==> config.mk <==
export PLATFORM = sky130hd
export DESIGN_NAME = sipo_deser_flat
export DESIGN_NICKNAME = d
export VERILOG_FILES = /design/src/rtl/sipo_deser_pkg.sv /design/src/rtl/sipo_deser_if.sv /design/src/rtl/sipo_deser_shift_core.sv /design/src/rtl/sipo_deser.sv /design/src/flat_wrapper.sv
export SDC_FILE = /design/constraint.sdc
export NUM_CORES = 1
export LEC_CHECK = 0
export BUFFER_PORTS_ARGS = -buffer_cell sky130_fd_sc_hd__clkbuf_2
export CORE_AREA = 2 2 39 41
export CTS_CLUSTER_DIAMETER = 30
export DETAILED_ROUTE_END_ITERATION = 8
export DIE_AREA = 0 0 41 43
export GPL_TIMING_DRIVEN = 1
export PLACE_DENSITY_LB_ADDON = 0.25
export SYNTH_ARGS = -nofsm -noshare
export SYNTH_HDL_FRONTEND = slang
export SYNTH_HIERARCHICAL = 1
export SYNTH_SLANG_ARGS = --single-unit
==> constraint.sdc <==
create_clock -name clk -period 1.4 [get_ports clk]
set_input_delay 0.07 -clock clk [delete_from_list [all_inputs] [get_ports clk]]
set_output_delay 0.07 -clock clk [all_outputs]
set_load 0.005 [all_outputs]
==> src/rtl/sipo_deser_pkg.sv <==
// Shared types and helpers for the sipo_deser serial-in/parallel-out receiver.
// Contents:
//   out_state_t : output-side state (EMPTY = no word held, FULL = word held)
//   cnt_width() : bit-counter width, $clog2(width) with a floor of 1
package sipo_pkg;

  typedef enum logic {
    EMPTY = 1'b0,
    FULL  = 1'b1
  } out_state_t;

  function automatic int cnt_width(input int width);
    int w;
    w = $clog2(width);
    return (w < 1) ? 1 : w;
  endfunction

endpackage

==> src/rtl/sipo_deser_if.sv <==
// Parallel word handshake between the deserializer and its consumer.
// Signals:
//   pout   : completed word (driven by master)
//   pvalid : pout holds an unconsumed word (driven by master)
//   pready : consumer accepts pout when pvalid=1 (driven by slave)
// Modports: master = deserializer side, slave = consumer side.
interface sipo_deser_if #(
  parameter int WIDTH = 4
) ();

  logic [WIDTH-1:0] pout;
  logic             pvalid;
  logic             pready;

  modport master (output pout, output pvalid, input pready);
  modport slave  (input pout, input pvalid, output pready);

endinterface

==> src/rtl/sipo_deser_shift_core.sv <==
// Shift register and bit counter for sipo_deser.
// Ports:
//   clk, rst       : clock, async active-high reset
//   sclr           : synchronous clear of framing state
//   sin, sin_en    : serial bit and its sample strobe
//   word           : shift contents including the current sin bit (valid with done)
//   done           : combinational; this edge samples the last bit of a word
//   bit_cnt        : bits collected in the current partial word
module sipo_shift_core
  import sipo_pkg::*;
#(
  parameter int WIDTH     = 4,
  parameter bit MSB_FIRST = 1'b1,
  parameter int CW        = cnt_width(WIDTH)
) (
  input  logic             clk,
  input  logic             rst,
  input  logic             sclr,
  input  logic             sin,
  input  logic             sin_en,
  output logic [WIDTH-1:0] word,
  output logic             done,
  output logic [CW-1:0]    bit_cnt
);

  localparam logic [CW-1:0] LAST = CW'(WIDTH - 1);

  logic [WIDTH-1:0] shreg;
  logic [WIDTH-1:0] shreg_next;

  always_comb begin
    shreg_next = shreg;
    if (MSB_FIRST) shreg_next = {shreg[WIDTH-2:0], sin};
    else           shreg_next = {sin, shreg[WIDTH-1:1]};
  end

  assign word = shreg_next;
  assign done = sin_en && (bit_cnt == LAST);

  always_ff @(posedge clk or posedge rst) begin
    if (rst) begin
      shreg   <= '0;
      bit_cnt <= '0;
    end else if (sclr) begin
      shreg   <= '0;
      bit_cnt <= '0;
    end else if (sin_en) begin
      if (done) begin
        // completed word leaves via `word`; start the next one empty
        shreg   <= '0;
        bit_cnt <= '0;
      end else begin
        shreg   <= shreg_next;
        bit_cnt <= bit_cnt + 1'b1;
      end
    end
  end

endmodule

==> src/rtl/sipo_deser.sv <==
// Serial-in/parallel-out deserializer, receive end of the PISO serial link.
// Collects WIDTH bits per word and presents each word on a registered port
// with a valid/ready handshake; a word completed while the previous one is
// still unconsumed is dropped and flagged on the sticky overrun output.
// Ports:
//   clk, rst    : clock, async active-high reset
//   sclr        : synchronous clear (framing, pvalid, overrun; pout kept)
//   sin, sin_en : serial bit and its sample strobe
//   pbus        : parallel handshake (pout, pvalid out; pready in)
//   overrun     : sticky dropped-word flag
//   bit_cnt     : bits collected in the current partial word
//
// Output FSM:
//   state | meaning
//   EMPTY | no word held, pvalid=0
//   FULL  | pout holds an unconsumed word, pvalid=1
module sipo_deser
  import sipo_pkg::*;
#(
  parameter int WIDTH     = 4,
  parameter bit MSB_FIRST = 1'b1
) (
  input  logic                         clk,
  input  logic                         rst,
  input  logic                         sclr,
  input  logic                         sin,
  input  logic                         sin_en,
  sipo_deser_if.master                 pbus,
  output logic                         overrun,
  output logic [cnt_width(WIDTH)-1:0]  bit_cnt
);

  localparam int CW = cnt_width(WIDTH);

  logic [WIDTH-1:0] word;
  logic             done;
  out_state_t       state_q;
  out_state_t       state_d;
  logic             load;
  logic             ovr_set;

  sipo_shift_core #(
    .WIDTH     (WIDTH),
    .MSB_FIRST (MSB_FIRST),
    .CW        (CW)
  ) u_core (
    .clk     (clk),
    .rst     (rst),
    .sclr    (sclr),
    .sin     (sin),
    .sin_en  (sin_en),
    .word    (word),
    .done    (done),
    .bit_cnt (bit_cnt)
  );

  always_comb begin
    state_d = state_q;
    load    = 1'b0;
    ovr_set = 1'b0;
    case (state_q)
      EMPTY: begin
        if (done) begin
          load    = 1'b1;
          state_d = FULL;
        end
      end
      FULL: begin
        if (done) begin
          // an accept on the completion edge frees the slot for the new word
          if (pbus.pready) load    = 1'b1;
          else             ovr_set = 1'b1;
        end else if (pbus.pready) begin
          state_d = EMPTY;
        end
      end
      default: state_d = EMPTY;
    endcase
  end

  always_ff @(posedge clk or posedge rst) begin
    if (rst) begin
      state_q   <= EMPTY;
      pbus.pout <= '0;
      overrun   <= 1'b0;
    end else if (sclr) begin
      state_q   <= EMPTY;
      overrun   <= 1'b0;
    end else begin
      state_q <= state_d;
      if (load)    pbus.pout <= word;
      if (ovr_set) overrun   <= 1'b1;
    end
  end

  assign pbus.pvalid = (state_q == FULL);

endmodule
==> src/flat_wrapper.sv <==
// flat-port wrapper written by rule: the top's interface ports become plain ports
module sipo_deser_flat import sipo_pkg::*;
#(
  parameter int WIDTH     = 4,
  parameter bit MSB_FIRST = 1'b1
)
  (clk, rst, sclr, sin, sin_en, overrun, bit_cnt, pbus_pout, pbus_pvalid, pbus_pready);
  sipo_deser_if #(.WIDTH(WIDTH)) pbus_i ();
  input  logic clk;
  input  logic rst;
  input  logic sclr;
  input  logic sin;
  input  logic sin_en;
  output logic overrun;
  output logic [cnt_width(WIDTH)-1:0] bit_cnt;
  output wire logic [$bits(pbus_i.pout)-1:0] pbus_pout;
  output wire logic [$bits(pbus_i.pvalid)-1:0] pbus_pvalid;
  input wire logic [$bits(pbus_i.pready)-1:0] pbus_pready;
  assign pbus_pout = pbus_i.pout;
  assign pbus_pvalid = pbus_i.pvalid;
  assign pbus_i.pready = pbus_pready;
  sipo_deser #(.WIDTH(WIDTH), .MSB_FIRST(MSB_FIRST)) u_core (.clk(clk), .rst(rst), .sclr(sclr), .sin(sin), .sin_en(sin_en), .pbus(pbus_i), .overrun(overrun), .bit_cnt(bit_cnt));
endmodule
==> results of run 1 <==
==> flip-flops by register name, summed over array words and instances, names as in the netlist <==
name,cells
u_core/u_core/shreg,3
u_core/pbus.pvalid,1
u_core/pbus.pout,4
u_core/u_core/bit_cnt,2
u_core/overrun,1
==> per-stage QoR <==
step                      TNS (ns)  setup slack (ns)
after floorplan            -0.0345          -0.00863
after global placement           0            0.0238
after CTS                  -0.0279           -0.0126
final                     -0.00682          -0.00465
after detailed placement  -0.00760          -0.00760
after global routing        -0.308           -0.0825
==> kinds of logic (layout without fill, tap and decap cells) <==
kind of cell,Yosys count,in the layout
and+or+nand+nor,12,12
buffers and inverters,4,28
AOI/OAI and AO/OA,5,5
adders and majority gates,1,1
DFF,11,11
muxes,5,5
==> per-layer routing <==
| layer | part of all wire, % | global-route usage, % | vias to the layer above | routed length [µm] |
|---|---|---|---|---|
| li1 | - | - | 180 | - |
| met1 | 43 | 13.7 | 166 | 364 |
| met2 | 49 | 18.4 | 14 | 419 |
| met3 | 6.4 | 6.28 | 2 | 54 |
| met4 | 0.94 | 8.00 | 0 | 8 |
| met5 | 0 | 0 | - | 0 |
==> cell usage after synthesis <==
master	number
mux2i_1	1
inv_1	3
a21oi_1	1
mux2_2	4
ha_1	1
dfrtp_1	11
nor3b_1	1
nand2b_1	1
nor3b_4	1
buf_4	1
a21oi_2	1
nor2_1	5
a32o_1	2
and2_1	1
a31o_2	1
nor2b_4	1
nor2b_1	1
or3b_1	1
==> power groups by stage <==
stage,registers (mW),clock network [mW],logic [mW]
2_1_floorplan,0.348,0,0.0329
3_3_place_gp,0.346,0,0.0712
3_5_place_dp,0.347,0,0.0720
4_1_cts,0.340,0.221,0.0808
5_1_grt,0.342,0.238,0.0922
6_report,0.340,0.208,0.0816
==> critical path: cells and delay by family, from the launching register on <==
kind	cells	cell delay, ns
simple gates	2	0.39
mux	1	0.37
flops	1	0.35
fa+ha+maj	1	0.18
==> layout make-up <==
type | count | area [µm²] | area share [%]
Multi-Input combinational cell | 23 | 201 | 30.4
Clock buffer | 4 | 26.3 | 3.97
Sequential cell | 11 | 275 | 41.6
Tap cell | 16 | 20.0 | 3.02
Inverter | 3 | 11.3 | 1.70
Timing Repair Buffer | 21 | 128 | 19.3
==> repair_timing <==
| item | in CTS | in global routing |
|---|---|---|
| hold endpoints to repair | 11 | 0 |
| gates cloned | 0 | 0 |
| hold buffers | 1 | 0 |
| buffers inserted | 2 | 1 |
| endpoints found under the setup margin | 4 | 4 |
==> worst max path at each step <==
stage                             startpoint             endpoint  slack (ns)
floorplan           u_core/u_core/bit_cnt[0]  u_core/pbus.pout[0]      -0.009
global placement    u_core/u_core/bit_cnt[0]  u_core/pbus.pout[0]        0.02
detailed placement  u_core/u_core/bit_cnt[0]  u_core/pbus.pout[3]      -0.008
CTS                 u_core/u_core/bit_cnt[0]  u_core/pbus.pout[3]       -0.01
global route        u_core/u_core/bit_cnt[1]  u_core/pbus.pout[0]       -0.08
finish              u_core/u_core/bit_cnt[0]  u_core/pbus.pout[3]      -0.005
==> impl_metrics.yaml, run 1 <==
yosys:
  syn-num-nets: 45
  synthCells: 38
  avgSynthCellArea_um2: 12.9
  yosys.area.top_type_share_pct: 56.1
  synth_mux_area_share_pct: 11.2
  synth-seq-cells: 11
  synthTopCellsByArea: "dfrtp_1, mux2_2, a32o_1"
  synthSimpleGateAreaFrac_pct: 17.6
  ys_seq_area_share_pct: 56.1
  yosysUniqueCellTypes: 18
  syn_area_um2: 490
  synth_compound_area_share_pct: 8.67
  synth_top_family_by_area: "simple AND/OR/NAND/NOR gates"
  yosys.area.top_type: "dfrtp_1"
  synth_fa_ha_area_share_pct: 2.55
  yosysWarnings: 6
  synth-xor-area-share_pct: 0
finish:
  n_antenna_cell: 0
  utilization_pct: 47.8
  fin_area_um2: 662
  most-common-layout-cells: "clkbuf_2, dfrtp_1, buf_4"
  drive_gt1_share_pct: 53.2
  finalNonFillerCells: 78
  fill_cells: 134
  finalNetCount: 70
  area_growth_pct: 34.9
  final_common_cell: "clkbuf_2"
clocking:
  clk_latency_ns: 0.26
  cts-root-buf: "clkbuf_4"
  cts_tree: "yes"
  cts-htree-levels: 1
  cts-resized-gates: 0
  cts_buffer_depth: 2
  cts.sinks: 11
  cts_buffers: 3
  clkTransAtPathRegs_ns: 0.07
worst_setup_path:
  path_max_fanout: 4
  reg2reg_from: "u_core/u_core/bit_cnt[0]"
  required_ns: 1.55
  cp-start-kind: "flop"
  r2r_end: "u_core/pbus.pout[3]"
  rrSetupSlack_ns: -0.005
  slowest_stage: "mux2_2"
  cp_cell_sequence: "ha_2 > and2_4 > nor3b_4 > mux2_2"
  crit_type: "reg -> reg"
  crit_path_max_incr_delay_ns: 0.37
  rr_worst_depth: 4
  end_kind: "flop"
  cp.arrival_ns: 1.55
sta:
  min_period_over_period_pct: 100
  worst_pin_slew_ns: 0.243
  hold_violations: 0
  fin_crit_ns: 1.40
  hold_slack_ns: 0.0682
  setup_viol: 3
  fin_worst_skew_ns: 0.00162
  relSlewSlack_pct: 83.8
  rsz0062_at_grt: "yes"
  drv_slew: 0
  fin_ws_ns: -0.00465
  fmax_mhz: 712
floorplan:
  start_util_pct: 35.4
  core_um2: 1380
  pin_count: 14
  rows: 14
  dieArea_um2: 1760
  chipWidth_um: 41
  die_h_um: 43
routing:
  wl_um: 847
  wl_per_cell_um: 10.9
  drc: 0
  vias: 362
  drtPass1Iterations: 4
  viasPerCell: 4.64
  drt_iter0_drc: 3
  ant_nets: 0
power:
  power_frac_seq_pct: 54.0
  p_per_area_nw_per_um2: 952
  internal_power_uw: 488
  switching_share_pct: 22.5
  ir_drop_mv: 0.550
  total_power_uw: 630
  clockPowerShare_pct: 33.0
  combPwrFrac_pct: 12.9
  p_leak_nw: 0.346
  p_sw_uw: 142
worst_hold_path:
  hold_depth: 2
  holdPathEnd: "u_core/pbus.pout[0]"
  hold_path.startpoint: "sin"
  hold_path.class: "in -> reg"
placed_design:
  io_buffers: 13
  place_area_um2: 603
  gp_congestion: 0.680
  place_inst: 70
global_route:
  grt_pass1_wl_mm: 1.40
  grt_max_degree: 9
  grt_pass1_vias: 348
  track_usage_pct: 12.6
  antenna_found_initial: 0
  grt_overflow: 0
status:
  status: "complete, but fails checks"
  violations: "negative setup slack"
run:
  maxCapViolations: 0
Note: power is estimated with default switching activity, not from simulation.
==> run 2: changes to the inputs <==
Settings changed: ABC_CLOCK_PERIOD_IN_PS set to 1200, CTS_BUF_LIST set to sky130_fd_sc_hd__clkbuf_8.
Clock period 1.4 ns to 1.2 ns, I/O delays scaled along.
==> impl_metrics.yaml, run 2 (synthesis results as in run 1) <==
placed_design:
  gp_congestion: 0.695
  dp_slack_ns: -0.210
  dp_hpwl_um: 714
  place_area_um2: 626
  place_inst: 73
  io_buffers: 13
sta:
  fin_crit_ns: 1.44
  setup_viol: 6
  fin_worst_skew_ns: 0.000342
  drv_slew: 0
  hold_violations: 0
  min_period_over_period_pct: 120
  fin_ws_ns: -0.243
  fmax_mhz: 693
  relSlewSlack_pct: 78.5
  worst_pin_slew_ns: 0.322
  rsz0062_at_grt: "yes"
worst_setup_path:
  rrSetupSlack_ns: -0.24
  crit_type: "reg -> reg"
  r2r_end: "u_core/pbus.pout[3]"
  cp-start-kind: "flop"
  crit_end: "u_core/pbus.pout[3]"
  required_ns: 1.31
  cp.arrival_ns: 1.56
  end_kind: "flop"
  reg2reg_from: "u_core/u_core/bit_cnt[0]"
  crit_start: "u_core/u_core/bit_cnt[0]"
  path_max_fanout: 4
  rr_worst_depth: 4
finish:
  n_antenna_cell: 0
  fill_cells: 129
  register_area_um2: 275
  top_register: "u_core/pbus.pout"
  reg_top3: "u_core/pbus.pout (4), u_core/u_core/shreg (3), u_core/u_core/bit_cnt (2)"
  most-common-layout-cells: "clkbuf_2, dfrtp_1, buf_4"
  utilization_pct: 52.6
  fin_area_um2: 728
  multi_input_area_um2: 223
  finalNetCount: 73
  area_growth_pct: 48.5
  finalNonFillerCells: 81
  final_common_cell: "clkbuf_2"
  drive_gt1_share_pct: 58.5
  largest_reg_flops: 4
clocking:
  cts-root-buf: "clkbuf_8"
  cts-htree-levels: 1
  clk_latency_ns: 0.23
  cts_buffers: 3
  cts_buffer_depth: 2
  clkTransAtPathRegs_ns: 0.05
  cts.sinks: 11
  cts_tree: "yes"
global_route:
  antenna_found_initial: 0
  grt.busiest_layer: "met2"
  grt_max_degree: 8
  grt_overflow: 0
  grt_pass1_vias: 371
  track_usage_pct: 12.5
  grt_pass1_wl_mm: 1.49
  grtUsageMet2_pct: 18.4
  use_met3_pct: 3.14
  use_met1_pct: 17.4
floorplan:
  start_util_pct: 35.4
  chipWidth_um: 41
  die_h_um: 43
  rows: 14
  dieArea_um2: 1760
  pin_count: 14
  core_um2: 1380
power:
  total_power_uw: 856
  p_leak_nw: 0.380
  ir_drop_mv: 0.612
  p_per_area_nw_per_um2: 1170
status:
  status: "complete, but fails checks"
  violations: "negative setup slack"
routing:
  drc: 0
  drtPass1Iterations: 3
  vias: 370
  drt_iter0_drc: 7
  ant_nets: 0
  wl_um: 960
  wl_per_cell_um: 11.9
  viasPerCell: 4.57
worst_hold_path:
  hold_path.class: "in -> reg"
run:
  maxCapViolations: 0
## run 2: changes by cell type in the layout (fill, tap and decap cells not counted)
cell      previous run  this run
a21oi_1              1         0
a21oi_2              1         2
buf_4                7         9
buf_6                0         1
clkbuf_1             1         0
clkbuf_4             3         0
clkbuf_8             0         3
inv_1                3         4
mux2_2               4         0
mux2_4               0         4
nor2_1               5         4
nor2_2               0         1
## run 2: area by class of cell
cell class | count | share of cell area, %
sequential | 11 | 37.8
clock inverter | 1 | 0.515
timing repair buffer | 24 | 21.1
inverter | 3 | 1.55
tap | 16 | 2.75
clock buffer | 3 | 5.67
multi-input combinational | 23 | 30.6
## run 2: how the worst min path moves through the flow
stage	startpoint	endpoint	slack [ns]	depth (start not counted)
after floorplan	rst	u_core/u_core/bit_cnt[0]	-0.16	1
after global placement	rst	u_core/u_core/bit_cnt[0]	-0.03	2
after detailed placement	rst	u_core/u_core/shreg[2]	-0.03	2
after CTS	sin	u_core/pbus.pout[0]	0.08	2
after global routing	sin	u_core/pbus.pout[0]	0.08	2
final	sin	u_core/pbus.pout[0]	0.08	2
## run 2: power by group
part           internal (mW)  total [mW]  switching, mW  leakage [nW]
logic                 0.0591       0.103         0.0444         0.203
registers              0.389       0.399         0.0105         0.151
clock network          0.224       0.353          0.129        0.0269
## run 2: through the flow
| stage | hold slack, ns | setup TNS [ns] |
|---|---|---|
| after floorplan | -0.161 | -0.835 |
| after global placement | -0.0292 | -0.728 |
| after detailed placement | -0.0271 | -0.861 |
| after CTS | 0.0804 | -1.05 |
| after global routing | 0.0815 | -1.51 |
| final | 0.0793 | -1.13 |
## run 2: per-layer routing
| layer | part of all wire (%) | vias to the layer above |
|---|---|---|
| li1 | - | 184 |
| met1 | 46 | 176 |
| met2 | 48 | 10 |
| met3 | 5.7 | 0 |
| met4 | 0 | 0 |
| met5 | 0 | - |
## run 2: what timing repair did
item | in CTS | in global routing
resized for setup | 1 | 7
pin swaps | 2 | 5
hold buffers | 1 | 0
setup endpoints to repair | 5 | 5
endpoints found under the hold margin | 11 | 0
buffers inserted | 1 | 3
## run 2: critical path: stages (launching register included)
cell and delay, ns:
dfrtp_1 0.35, ha_2 0.18, and2_4 0.14, nor3b_4 0.32, mux2_4 0.34
